$ cat src/rtl/exunit_custom_sched_if.sv
// Issue / writeback handshake bundle between the custom RS, the sequencer and the result-bus arbiter.
// Signal prefixes are from the sequencer's point of view (i_ = into sequencer, o_ = out of it).
interface exunit_custom_sched_if #(
    parameter int unsigned SPECTAG_LEN = 5,
    parameter int unsigned RRF_SEL     = 6
);
    logic                   i_issue;
    logic                   o_ready;
    logic [2:0]             i_funct3;
    logic                   i_dstval;
    logic [RRF_SEL-1:0]     i_rrftag;
    logic [SPECTAG_LEN-1:0] i_spectag;
    logic                   i_specbit;
    logic                   i_prmiss;
    logic                   i_prsuccess;
    logic [SPECTAG_LEN-1:0] i_spectagfix;
    logic                   o_dp_start;
    logic                   o_wb_req;
    logic                   i_wb_gnt;
    logic                   o_rob_we;
    logic                   o_rrf_we;
    logic [RRF_SEL-1:0]     o_wb_rrftag;
    logic                   o_kill_speculative;

    modport master (
        output i_issue, i_funct3, i_dstval, i_rrftag, i_spectag, i_specbit,
               i_prmiss, i_prsuccess, i_spectagfix, i_wb_gnt,
        input  o_ready, o_dp_start, o_wb_req, o_rob_we, o_rrf_we, o_wb_rrftag,
               o_kill_speculative
    );

    modport slave (
        input  i_issue, i_funct3, i_dstval, i_rrftag, i_spectag, i_specbit,
               i_prmiss, i_prsuccess, i_spectagfix, i_wb_gnt,
        output o_ready, o_dp_start, o_wb_req, o_rob_we, o_rrf_we, o_wb_rrftag,
               o_kill_speculative
    );
endinterface

$ cat src/rtl/exunit_custom_sched.sv
// Issue/writeback sequencer for the custom execution unit: latency count, result-bus request, mispredict squash.
// Define CUSTOM_SCHED_PERF_EN to add the o_perf_issued / o_perf_killed event counters.
module exunit_custom_sched #(
    parameter int unsigned SPECTAG_LEN = 5,
    parameter int unsigned RRF_SEL     = 6,
    parameter int unsigned BASE_LAT    = 1,
    parameter int unsigned CNT_W       = 4
) (
    input  logic                clk,
    input  logic                reset,
    exunit_custom_sched_if.slave bus
`ifdef CUSTOM_SCHED_PERF_EN
    ,
    output logic [31:0]         o_perf_issued,
    output logic [31:0]         o_perf_killed
`endif
);

    localparam logic [1:0] S_IDLE = 2'd0;
    localparam logic [1:0] S_BUSY = 2'd1;
    localparam logic [1:0] S_WB   = 2'd2;

    logic [1:0]             r_state;
    logic [1:0]             w_state_nxt;
    logic [CNT_W-1:0]       r_cnt;
    logic [CNT_W-1:0]       w_cnt_nxt;
    logic [CNT_W-1:0]       w_load;
    logic                   r_dstval;
    logic                   r_specbit;
    logic                   r_dp_start;
    logic [RRF_SEL-1:0]     r_rrftag;
    logic [SPECTAG_LEN-1:0] r_spectag;

    logic w_kill;
    logic w_drop;
    logic w_grant;
    logic w_ready;
    logic w_accept;
    logic w_clr_spec;
    logic w_new_spec;

    // Squash/drop/confirm decisions for the held op and for the op being presented
    assign w_kill     = (r_state != S_IDLE) & r_specbit & (|(r_spectag & bus.i_spectagfix)) & bus.i_prmiss;
    assign w_drop     = bus.i_specbit & (|(bus.i_spectag & bus.i_spectagfix)) & bus.i_prmiss;
    assign w_clr_spec = bus.i_prsuccess & ~bus.i_prmiss & (|(r_spectag & bus.i_spectagfix));
    assign w_new_spec = bus.i_specbit &
                        ~(bus.i_prsuccess & ~bus.i_prmiss & (|(bus.i_spectag & bus.i_spectagfix)));

    assign w_grant  = (r_state == S_WB) & bus.i_wb_gnt & ~w_kill;
    assign w_ready  = (r_state == S_IDLE) | w_grant;
    assign w_accept = bus.i_issue & w_ready & ~w_drop;
    assign w_load   = CNT_W'(BASE_LAT) + CNT_W'(bus.i_funct3) - CNT_W'(1);

    // Next-state: a same-cycle accept overrides whatever the current state decided
    always_comb begin
        w_state_nxt = r_state;
        w_cnt_nxt   = r_cnt;
        case (r_state)
            S_IDLE: ;
            S_BUSY: begin
                if (w_kill) begin
                    w_state_nxt = S_IDLE;
                end else begin
                    w_cnt_nxt = r_cnt - CNT_W'(1);
                    if (r_cnt == CNT_W'(1)) w_state_nxt = S_WB;
                end
            end
            S_WB: begin
                if (w_kill || bus.i_wb_gnt) w_state_nxt = S_IDLE;
            end
            default: w_state_nxt = S_IDLE;
        endcase
        if (w_accept) begin
            w_cnt_nxt   = w_load;
            w_state_nxt = (w_load != '0) ? S_BUSY : S_WB;
        end
    end

    always_ff @(posedge clk or negedge reset) begin
        if (!reset) begin
            r_state    <= S_IDLE;
            r_cnt      <= '0;
            r_dstval   <= 1'b0;
            r_specbit  <= 1'b0;
            r_dp_start <= 1'b0;
            r_rrftag   <= '0;
            r_spectag  <= '0;
        end else begin
            r_state    <= w_state_nxt;
            r_cnt      <= w_cnt_nxt;
            r_dp_start <= w_accept;
            if (w_accept) begin
                r_dstval  <= bus.i_dstval;
                r_rrftag  <= bus.i_rrftag;
                r_spectag <= bus.i_spectag;
                r_specbit <= w_new_spec;
            end else if (w_clr_spec) begin
                r_specbit <= 1'b0;
            end
        end
    end

    // ready/rob_we/rrf_we/kill follow the same-cycle grant and mispredict inputs
    assign bus.o_ready            = w_ready;
    assign bus.o_dp_start         = r_dp_start;
    assign bus.o_wb_req           = (r_state == S_WB);
    assign bus.o_rob_we           = w_grant;
    assign bus.o_rrf_we           = w_grant & r_dstval;
    assign bus.o_wb_rrftag        = r_rrftag;
    assign bus.o_kill_speculative = w_kill;

`ifdef CUSTOM_SCHED_PERF_EN
    always_ff @(posedge clk or negedge reset) begin
        if (!reset) begin
            o_perf_issued <= '0;
            o_perf_killed <= '0;
        end else begin
            if (w_accept) o_perf_issued <= o_perf_issued + 32'd1;
            if (w_kill)   o_perf_killed <= o_perf_killed + 32'd1;
        end
    end
`endif

endmodule

$ cat src/flat_wrapper.sv
// flat-port wrapper written by rule: the top's interface ports become plain ports
module exunit_custom_sched_flat 
#(
    parameter int unsigned SPECTAG_LEN = 5,
    parameter int unsigned RRF_SEL     = 6,
    parameter int unsigned BASE_LAT    = 1,
    parameter int unsigned CNT_W       = 4
)
  (clk, reset, bus_i_issue, bus_i_funct3, bus_i_dstval, bus_i_rrftag, bus_i_spectag, bus_i_specbit, bus_i_prmiss, bus_i_prsuccess, bus_i_spectagfix, bus_i_wb_gnt, bus_o_ready, bus_o_dp_start, bus_o_wb_req, bus_o_rob_we, bus_o_rrf_we, bus_o_wb_rrftag, bus_o_kill_speculative);
  exunit_custom_sched_if #(.SPECTAG_LEN(SPECTAG_LEN), .RRF_SEL(RRF_SEL)) bus_i ();
  input  logic clk;
  input  logic reset;
  input wire logic [$bits(bus_i.i_issue)-1:0] bus_i_issue;
  input wire logic [$bits(bus_i.i_funct3)-1:0] bus_i_funct3;
  input wire logic [$bits(bus_i.i_dstval)-1:0] bus_i_dstval;
  input wire logic [$bits(bus_i.i_rrftag)-1:0] bus_i_rrftag;
  input wire logic [$bits(bus_i.i_spectag)-1:0] bus_i_spectag;
  input wire logic [$bits(bus_i.i_specbit)-1:0] bus_i_specbit;
  input wire logic [$bits(bus_i.i_prmiss)-1:0] bus_i_prmiss;
  input wire logic [$bits(bus_i.i_prsuccess)-1:0] bus_i_prsuccess;
  input wire logic [$bits(bus_i.i_spectagfix)-1:0] bus_i_spectagfix;
  input wire logic [$bits(bus_i.i_wb_gnt)-1:0] bus_i_wb_gnt;
  output wire logic [$bits(bus_i.o_ready)-1:0] bus_o_ready;
  output wire logic [$bits(bus_i.o_dp_start)-1:0] bus_o_dp_start;
  output wire logic [$bits(bus_i.o_wb_req)-1:0] bus_o_wb_req;
  output wire logic [$bits(bus_i.o_rob_we)-1:0] bus_o_rob_we;
  output wire logic [$bits(bus_i.o_rrf_we)-1:0] bus_o_rrf_we;
  output wire logic [$bits(bus_i.o_wb_rrftag)-1:0] bus_o_wb_rrftag;
  output wire logic [$bits(bus_i.o_kill_speculative)-1:0] bus_o_kill_speculative;
  assign bus_i.i_issue = bus_i_issue;
  assign bus_i.i_funct3 = bus_i_funct3;
  assign bus_i.i_dstval = bus_i_dstval;
  assign bus_i.i_rrftag = bus_i_rrftag;
  assign bus_i.i_spectag = bus_i_spectag;
  assign bus_i.i_specbit = bus_i_specbit;
  assign bus_i.i_prmiss = bus_i_prmiss;
  assign bus_i.i_prsuccess = bus_i_prsuccess;
  assign bus_i.i_spectagfix = bus_i_spectagfix;
  assign bus_i.i_wb_gnt = bus_i_wb_gnt;
  assign bus_o_ready = bus_i.o_ready;
  assign bus_o_dp_start = bus_i.o_dp_start;
  assign bus_o_wb_req = bus_i.o_wb_req;
  assign bus_o_rob_we = bus_i.o_rob_we;
  assign bus_o_rrf_we = bus_i.o_rrf_we;
  assign bus_o_wb_rrftag = bus_i.o_wb_rrftag;
  assign bus_o_kill_speculative = bus_i.o_kill_speculative;
  exunit_custom_sched #(.SPECTAG_LEN(SPECTAG_LEN), .RRF_SEL(RRF_SEL), .BASE_LAT(BASE_LAT), .CNT_W(CNT_W)) u_core (.clk(clk), .reset(reset), .bus(bus_i));
endmodule
$ cat config.mk
export PLATFORM = sky130hd
export DESIGN_NAME = exunit_custom_sched_flat
export DESIGN_NICKNAME = d
export VERILOG_FILES = /design/src/rtl/exunit_custom_sched_if.sv /design/src/rtl/exunit_custom_sched.sv /design/src/flat_wrapper.sv
export SDC_FILE = /design/constraint.sdc
export NUM_CORES = 1
export LEC_CHECK = 0
export ABC_CLOCK_PERIOD_IN_PS = 2650
export CORE_ASPECT_RATIO = 1.1
export CORE_UTILIZATION = 44
export DETAILED_ROUTE_END_ITERATION = 7
export PLACE_DENSITY = 0.86
export SLEW_MARGIN = 20
export SYNTH_ARGS = -nofsm -noshare
export SYNTH_HDL_FRONTEND = slang
export SYNTH_SLANG_ARGS = --single-unit
$ cat constraint.sdc
create_clock -name clk -period 2.65 [get_ports clk]
set_input_delay 0.6625 -clock clk [delete_from_list [all_inputs] [get_ports clk]]
set_output_delay 0.6625 -clock clk [all_outputs]
set_load 0.01 [all_outputs]
## After elaboration in Yosys (flattened, before gate mapping)

Cells that the tools add are included.

- Add/sub/neg operators: 3
- Equal/unequal tests: 7
- Muxes and demuxes: 11
- Bitwise gates (word level): 21
- Reduce and logical (&&, ||, !) cells: 10

Operators by type and width:

| operator | number |
|---|---|
| 1-bit bitwise AND | 14 |
| 4-bit two-way mux | 3 |
| 5-bit bitwise AND | 2 |
| 2-bit two-way mux | 5 |
| 5-bit OR reduction | 2 |
| 4-bit by 1-bit subtractor with 4-bit output (second input constant) | 2 |
| 2-bit one-hot mux with 3 select lines | 1 |
| 2-bit nonzero test | 3 |
| 1-bit by 3-bit adder with 4-bit output (first input constant) | 1 |
| 4-bit by 1-bit equality test with 1-bit output (second input constant) | 1 |
| 4-bit by 1-bit != test with 1-bit output (second input constant) | 1 |
| 1-bit NOT | 4 |
| 4-bit nonzero test | 1 |
| 3-bit by 1-bit != test with 1-bit output (second input constant) | 1 |
| 3-bit AND reduction | 1 |
| 2-bit by 1-bit equality test with 1-bit output (second input constant) | 1 |
| 2-bit equality test (second input constant) | 1 |
| 2-bit logical NOT | 1 |
| 1-bit two-way mux | 2 |
| 2-bit by 1-bit != test with 1-bit output (second input constant) | 1 |
| 2-bit != test (second input constant) | 1 |
| 2-bit AND reduction | 1 |
| 1-bit logical OR | 1 |
| 1-bit bitwise OR | 1 |

- Flip-flop bits (word level): 20
- Bits of input ports: 27
- Output and inout port bits: 12
- Logic and storage cells: 59

## Logic depth before layout (Yosys ltp)

Gate-level depths: netlist (run 1).

- Depth after elaboration: 11
- Depth in mapped cells: 6
- Depth with buffers taken out: 5

## Least setup slack after synthesis (run 1)

OpenSTA, ideal clock, no wires.

- Path type: input to output
- Start: input port bus_i_spectagfix[1]
- End: output port bus_o_rob_we
- Data arrival time: 1.679 ns
- Required time: 1.987 ns
- Slack: 0.309 ns
- Cell stages on the path: 4
- Buffers on the path: 0
- Cells stage by stage: a222oi_1 a21o_2 nor2_1 nor2_1

- Cells in the longest elaborated chain, start to end: 6

RTL lines:

| element | RTL line | RTL |
|---|---|---|
| from (decl) | flat_wrapper.sv:21 | `input wire logic [$bits(bus_i.i_spectagfix)-1:0] bus_i_spectagfix;` |
| 5-bit bitwise AND | exunit_custom_sched.sv:43 | `assign w_kill = (r_state != S_IDLE) & r_specbit & (\|(r_spectag & bus.i_spectagfix)) & bus.i_prmiss;` |
| 5-bit OR reduction | exunit_custom_sched.sv:43 |  |
| 1-bit bitwise AND (2 in series) | exunit_custom_sched.sv:43 |  |
| named net bus_o_kill_speculative | flat_wrapper.sv:29 | `output wire logic [$bits(bus_i.o_kill_speculative)-1:0] bus_o_kill_speculative;` |
| 1-bit NOT | exunit_custom_sched.sv:49 | `assign w_grant = (r_state == S_WB) & bus.i_wb_gnt & ~w_kill;` |
| 1-bit bitwise AND | exunit_custom_sched.sv:49 |  |
| to (decl) | flat_wrapper.sv:26 | `output wire logic [$bits(bus_i.o_rob_we)-1:0] bus_o_rob_we;` |

The timed path passes the listed nets, and every way through them passes these cells.

## Worst setup path after layout (run 1)

- Start: input port bus_i_spectagfix[0]
- End: output port bus_o_ready

- Cells in the longest elaborated chain, start to end: 7

RTL lines:

| element | RTL line | RTL |
|---|---|---|
| 5-bit bitwise AND | exunit_custom_sched.sv:43 |  |
| 5-bit OR reduction | exunit_custom_sched.sv:43 |  |
| 1-bit bitwise AND (2 in series) | exunit_custom_sched.sv:43 |  |
| 1-bit NOT | exunit_custom_sched.sv:49 |  |
| 1-bit bitwise AND | exunit_custom_sched.sv:49 |  |
| 1-bit bitwise OR | exunit_custom_sched.sv:50 | `assign w_ready = (r_state == S_IDLE) \| w_grant;` |
| to (decl) | flat_wrapper.sv:23 | `output wire logic [$bits(bus_i.o_ready)-1:0] bus_o_ready;` |

Every way passes these cells.

==> results of run 1 <==
-- logic make-up (layout without fill, tap and decap cells) --
| logic type | count (synthesis) | after routing |
|---|---|---|
| xor+xnor | 2 | 2 |
| simple gates | 29 | 29 |
| flops | 20 | 20 |
| fa+ha+maj | 2 | 2 |
| buf+inv | 5 | 59 |
| mux | 12 | 12 |
| compound gates | 22 | 22 |
-- Yosys cell counts, drive strengths merged --
| master | number | area share, % |
|---|---|---|
| nor3b | 1 | 0.69 |
| a21o | 3 | 2.3 |
| buf | 2 | 2.9 |
| a22oi | 3 | 2.1 |
| nor4b | 1 | 0.81 |
| nor3 | 3 | 1.4 |
| a222oi | 2 | 1.8 |
| or3 | 1 | 0.58 |
| a31oi | 1 | 0.58 |
| nor2 | 5 | 1.7 |
| nand2 | 7 | 2.7 |
| nand2b | 3 | 1.7 |
| nand3 | 5 | 2.8 |
| nor2b | 3 | 1.7 |
| dfrtp | 20 | 46 |
| o31ai | 3 | 2.1 |
| a21boi | 2 | 1.7 |
| xor2 | 2 | 1.6 |
| mux2 | 12 | 16 |
| ha | 2 | 2.3 |
| a21oi | 3 | 2.4 |
| inv | 3 | 1.0 |
| a221oi | 1 | 0.81 |
| a211o | 1 | 0.81 |
| o21ai | 3 | 1.4 |
-- through the flow --
| step | instance area (um^2) | setup slack (ns) | util (%) | setup TNS, ns | total power, mW |
|---|---|---|---|---|---|
| 6_report | 1600 | 0.0616 | 69.8 | 0 | 1.62 |
| 5_1_grt | 1600 | 0.00456 | 69.8 | 0 | 1.72 |
| 4_1_cts | 1600 | 0.0577 | 69.7 | 0 | 1.61 |
| 3_5_place_dp | 1580 | -0.469 | 68.6 | -2.45 | 1.46 |
| 3_3_place_gp | 1580 | -0.437 | 68.6 | -1.96 | 1.42 |
| 2_1_floorplan | 1080 | 0.309 | - | 0 | 1.08 |
-- critical path, cell delays in order --
cell,delay (ns)
clkdlybuf4s50_1,0.43
a22oi_1,0.20
buf_4,0.16
buf_4,0.10
nand3_2,0.06
nand2_1,0.06
dlygate4sd2_1,0.26
-- routing by layer --
layer  vias up  GRT usage, %
met3         2          3.11
met4         0          7.84
met2        20          42.5
li1        448             -
met1       452          22.8
met5         -             0
-- power by group through the flow --
stage          Clock [mW]  Sequential [mW]  Combinational [mW]
2_1_floorplan           0            0.567               0.515
3_3_place_gp            0            0.556               0.862
3_5_place_dp            0            0.570               0.887
4_1_cts             0.145            0.563               0.905
5_1_grt             0.157            0.579               0.984
6_report            0.139            0.566               0.910
-- area by class of cell --
type | instances | area share (%)
Tap cell | 30 | 2.34
Multi-Input combinational cell | 67 | 34.9
Clock buffer | 3 | 1.40
Inverter | 3 | 0.702
Timing Repair Buffer | 53 | 29.5
Sequential cell | 20 | 31.2
-- what timing repair did --
action	in CTS	in global routing
endpoints found under the hold margin	0	0
setup buffers	1	0
endpoints found under the setup margin	4	1
resized for setup	19	1
pin swaps	3	0
-- flip-flops by register name, summed over array words and instances, names as in the netlist --
| signal | count |
|---|---|
| u_core.r_specbit | 1 |
| u_core.bus.o_dp_start | 1 |
| u_core.r_spectag | 5 |
| u_core.r_cnt | 4 |
| u_core.r_dstval | 1 |
| u_core.bus.o_wb_rrftag | 6 |
| u_core.r_state | 2 |
-- worst paths after layout --
kind	depth (start not counted)	slack, ns	endpoint	from
min	1	0.53	u_core.bus.o_wb_rrftag[5]	u_core.bus.o_wb_rrftag[5]
min reg2reg	1	0.53	u_core.bus.o_wb_rrftag[5]	u_core.bus.o_wb_rrftag[5]
max	7	0.06	bus_o_ready	bus_i_spectagfix[0]
max reg2reg	9	0.65	u_core.r_cnt[0]	u_core.r_spectag[1]
max in group asynchronous	1	1.24	u_core.r_state[0]	reset
min in group asynchronous	1	0.87	u_core.r_spectag[4]	reset
==> key figures, run 1 <==
Routing
  – M1 WL: between 1000 and 1500 um
  – Starting DRT DRC Count: 15
  – DR pass1 iterations: 4
  – Via/cell ratio: 5.24
  – Routed Wire Length: 2600 um
  – DRC: 0
  – Highest routing layer actually used: met4
  – Routed WL per cell: 14.8 um
  – Vias: between 900 and 1,000
  – Antenna Nets Post-Route: 0
  – Met3 routed WL: 94 um
  – Metal2 WL: 1400 um

Placed design
  – Placed Cells incl. Taps: roughly 170
  – Port-buffer cells: 38
  – HPWL Detailed: 1990 um
  – Gpl congestion: between 0.8 and 0.9

Pwr
  – Worst vdd ir: around 680 uV
  – Switch share: a little over a third
  – Comb power frac: 56.3%
  – Clock power share: 8.6%
  – Sw power: 0.576 mW
  – Seq pwr share: a little over a third
  – P_leak: about 0.71 nW
  – Pwr per Cell Area: 1010 nW/um^2
  – Internal Power: just over 1 mW

Yosys
  – Portion of netlist area occupied by mux cells: 15.9%
  – Synth Area in Adders: 2.31%
  – Syn nets: 121
  – Yosys reg bits: 20
  – Complex-gate fraction of the synthesized area: 16.0%
  – Synth Area in XOR/XNOR: 1.61%
  – Largest family of logic cells by synthesized area: compound AO/OA/AOI/OAI gates
  – Synth Area in Simple Gates: 14.1%
  – Synth unique cells: 32
  – Post-synthesis sequential area ratio: 46.1%
  – Synthesized area: around 1100 um^2
  – Syn. warnings: 0
  – Average size of a mapped cell: about 12 um^2
  – Cell count after synthesis: 92

Floorplanning
  – CORE AREA: 2300 um^2
  – Die ar.: approximately 2700 um^2
  – Num ports: 39
  – # rows: 18
  – Starting Density: ~47%
  – Die span in y: 54.1 um
  – Die W: 49.3 um

Clock network
  – CTS tree: built
  – Max clock buf depth: 2
  – Clock transition at path regs: 0.11 ns
  – Sink Count: 20
  – CTS H-tree depth: 1
  – Clock Latency Late Sink: 0.29 ns
  – Num CTS Buffers: 3
  – Clock root buffer master: clkbuf_4
  – Hold-fix buffers, CTS: 0

Timing
  – Final setup fails: 0
  – Fin crit period: 2.59 ns
  – Slew margin rel.: between 40% and 50%
  – Fmax: approximately 390 MHz
  – Setup Skew: 0.00395 ns
  – Final Cycle Share: 97.7%
  – Final Hold Vio Count: 0
  – Slew @ Worst Pin: 0.892 ns
  – Min Hold Slack: 0.530 ns
  – Max-slew violations: 0
  – RSZ-0062 raised after global routing: false

Setup path
  – CP max FO: 4
  – Worst Setup End Kind: primary output
  – CP Class: input pin to primary output
  – Crit start category: input pin
  – Worst Path Required: approximately 2.0 ns
  – Worst path arrival time: between 1.5 and 2 ns

GRT
  – Initial antenna violation count: 0
  – First-pass GRT wire length: around 4200 um
  – Total GRT Usage: a little over a fifth
  – GRT overflow: 0
  – Vias in the first global route: 1,009
  – Largest net degree at the start of global routing: 21

Final layout
  – Non-filler instance count after layout: around 180
  – Area Overhead vs Synth: 47.9%
  – Share of cells above drive strength 1: 28.1%
  – Area of the multi-input gates: 559 um^2
  – Commonest non-fill, non-tap cells in the layout: clkdlybuf4s50_1, dfrtp_1, buf_4, mux2_4, nand2_1
  – Commonest non-fill, non-tap cell in the layout: clkdlybuf4s50_1
  – Antenna Cells: 0
  – Fillers: ~180
  – Register Area: 500 um^2
  – Final nets: between 150 and 200

Worst hold path
  – Worst hold-check path type: flop to flop

Flow run
  – Max Cap Viol: 0

Outcome
  – Run status: finished clean
No activity file was read; power rests on OpenSTA's default activity.
==> inputs of run 2 (changes only) <==
==> constraint.sdc (replaced) <==
create_clock -name clk -period 2.65 [get_ports clk]
set_input_delay 0.795 -clock clk [delete_from_list [all_inputs] [get_ports clk]]
set_output_delay 0.795 -clock clk [all_outputs]
set_load 0.01 [all_outputs]
==> run 2 against run 1 <==
Compared with the run above:
- register-to-register slack worse by 0.05 ns
- sequential power up 2%
- global-route usage up 3.0 points
- cell count up 2.8%
- fmax down 1.9%
- wire length up 13%
- combinational power up 6.3%
- die area unchanged
- total power up 7.0%
- worst setup slack worse by 0.049 ns
- largest power group unchanged
==> key figures, run 2 (synthesized netlist as in run 1, its figures left out) <==
Timing
  – Setup Skew: about 0.0035 ns
  – Final setup fails: 0
  – RSZ-0062 raised after global routing: true
  – Min Hold Slack: 0.530 ns
  – Final Cycle Share: between 90 and 100%
  – Fmax: 379 MHz
  – Slew @ Worst Pin: approximately 0.43 ns
  – Fin crit period: 2.64 ns
  – Max-slew violations: 0
  – Final Hold Vio Count: 0
  – Slew margin rel.: a little under three quarters

Clock network
  – Hold-fix buffers, CTS: 0
  – Sink Count: 20
  – Max clock buf depth: 2
  – Clock Latency Late Sink: 0.31 ns
  – CTS tree: built
  – Clock root buffer master: clkbuf_4
  – Num CTS Buffers: 3
  – CTS H-tree depth: 1
  – Clock transition at path regs: approximately 0.12 ns

Floorplanning
  – CORE AREA: 2300 um^2
  – Starting Density: 47.2%
  – Num ports: 39
  – # rows: 18
  – Die span in y: 54.1 um
  – Die ar.: 2670 um^2
  – Die W: 49.3 um

Routing
  – Antenna Nets Post-Route: 0
  – M1 WL: 1150 um
  – Met3 routed WL: 80 um
  – Highest routing layer actually used: met4
  – DRC: 0
  – Routed WL per cell: 16.2 um
  – Vias: about 990
  – Metal2 WL: approximately 1600 um
  – Routed Wire Length: slightly below 3000 um
  – Via/cell ratio: ~5.5
  – DR pass1 iterations: 4
  – Starting DRT DRC Count: 21

Final layout
  – Final instance area: 1670 um^2
  – Commonest non-fill, non-tap cells in the layout: clkdlybuf4s50_1, dfrtp_1, buf_4, mux2_4
  – Final nets: 181
  – Max FFs per register: 6
  – Antenna Cells: 0
  – Area of the multi-input gates: 581 um^2
  – Fillers: roughly 170
  – Register Area: 500 um^2
  – Area Overhead vs Synth: 54.2%
  – Non-filler instance count after layout: between 150 and 200
  – Share of cells above drive strength 1: 36.4%
  – Commonest non-fill, non-tap cell in the layout: clkdlybuf4s50_1

GRT
  – Vias in the first global route: 1,036
  – GRT overflow: 0
  – Largest net degree at the start of global routing: 21
  – Total GRT Usage: 24.2%
  – Initial antenna violation count: 0
  – First-pass GRT wire length: 4840 um

Flow run
  – Max Cap Viol: 0

Placed design
  – Cell area after placement: 1600 um^2
  – Placed Cells incl. Taps: roughly 180
  – Port-buffer cells: 38
  – HPWL Detailed: 2190 um
  – Gpl congestion: 0.876

Pwr
  – Pwr per Cell Area: 1030 nW/um^2
  – Tot Pwr: 1.73 mW
  – Worst vdd ir: about 610 uV
  – P_leak: about 0.74 nW

Setup path
  – CP max FO: 4
  – Worst path arrival time: 1.84 ns
  – CP Class: input pin to primary output
  – Worst Setup End Kind: primary output
  – Worst Path Required: 1.86 ns
  – Crit start category: input pin

Outcome
  – Run status: finished clean

Worst hold path
  – Worst hold-check path type: flop to flop
-- run 2: cell count changes in the layout (fill, tap and decap cells not counted), moves of 2 or more --
| cell | delta |
|---|---|
| buf_4 | +3 |
| nand2_2 | +2 |
| nand2_1 | -2 |
| buf_6 | +4 |
| clkdlybuf4s50_1 | -3 |
-- run 2: layer usage --
layer | vias to the layer above | global-route usage, %
li1 | 456 | -
met1 | 494 | 27.5
met2 | 34 | 45.7
met3 | 9 | 2.26
met4 | 0 | 12.7
met5 | - | 0
-- run 2: path summary, 6_finish.rpt --
| path | cells after the start | endpoint | slack (ns) | from |
|---|---|---|---|---|
| min in group asynchronous | 2 | u_core.bus.o_dp_start | 0.80 | reset |
| setup / recovery | 7 | bus_o_kill_speculative | 0.01 | bus_i_spectagfix[0] |
| hold reg to reg | 1 | u_core.bus.o_wb_rrftag[5] | 0.53 | u_core.bus.o_wb_rrftag[5] |
| setup reg to reg | 9 | u_core.r_cnt[0] | 0.60 | u_core.r_spectag[2] |
| max in group asynchronous | 2 | u_core.r_state[0] | 1.64 | reset |
| hold / removal | 1 | u_core.bus.o_wb_rrftag[5] | 0.53 | u_core.bus.o_wb_rrftag[5] |
-- run 2: area by class of cell --
cell class / count / area share (%)
clock buffers: 4 / 2.17
repair buffers: 57 / 30.3
well taps: 30 / 2.24
flip-flops and latches: 20 / 29.9
inverters: 3 / 0.673
multi-input cells: 67 / 34.7
-- run 2: report_power, final --
part | total [mW] | switching (mW) | internal (mW)
Clock | 0.187 | 0.103 | 0.0840
Combinational | 0.967 | 0.410 | 0.557
Sequential | 0.576 | 0.118 | 0.457
-- run 2: worst max-delay path, stage by stage --
cell and delay [ns]:
dlygate4sd2_1 0.25, a22oi_1 0.21, buf_4 0.17, a21o_4 0.13, nor2_4 0.04, buf_6 0.13, buf_6 0.11
-- run 2: repair_timing --
| action | 4_1_cts | 5_1_grt |
|---|---|---|
| gates resized for setup | 37 | 7 |
| gates cloned | 0 | 0 |
| buffers inserted | 1 | 1 |
| pin swaps | 3 | 2 |
| setup endpoints to repair | 4 | 3 |
-- run 2: per-stage QoR --
stage                     utilization (%)  setup slack [ns]  setup TNS (ns)
final                                72.8            0.0124               0
after global routing                 72.8           -0.0577          -0.104
after CTS                            71.5            0.0224               0
after detailed placement             69.6            -0.767           -6.41
after global placement               69.6            -0.701           -4.95
after floorplan                         -            0.0437               0
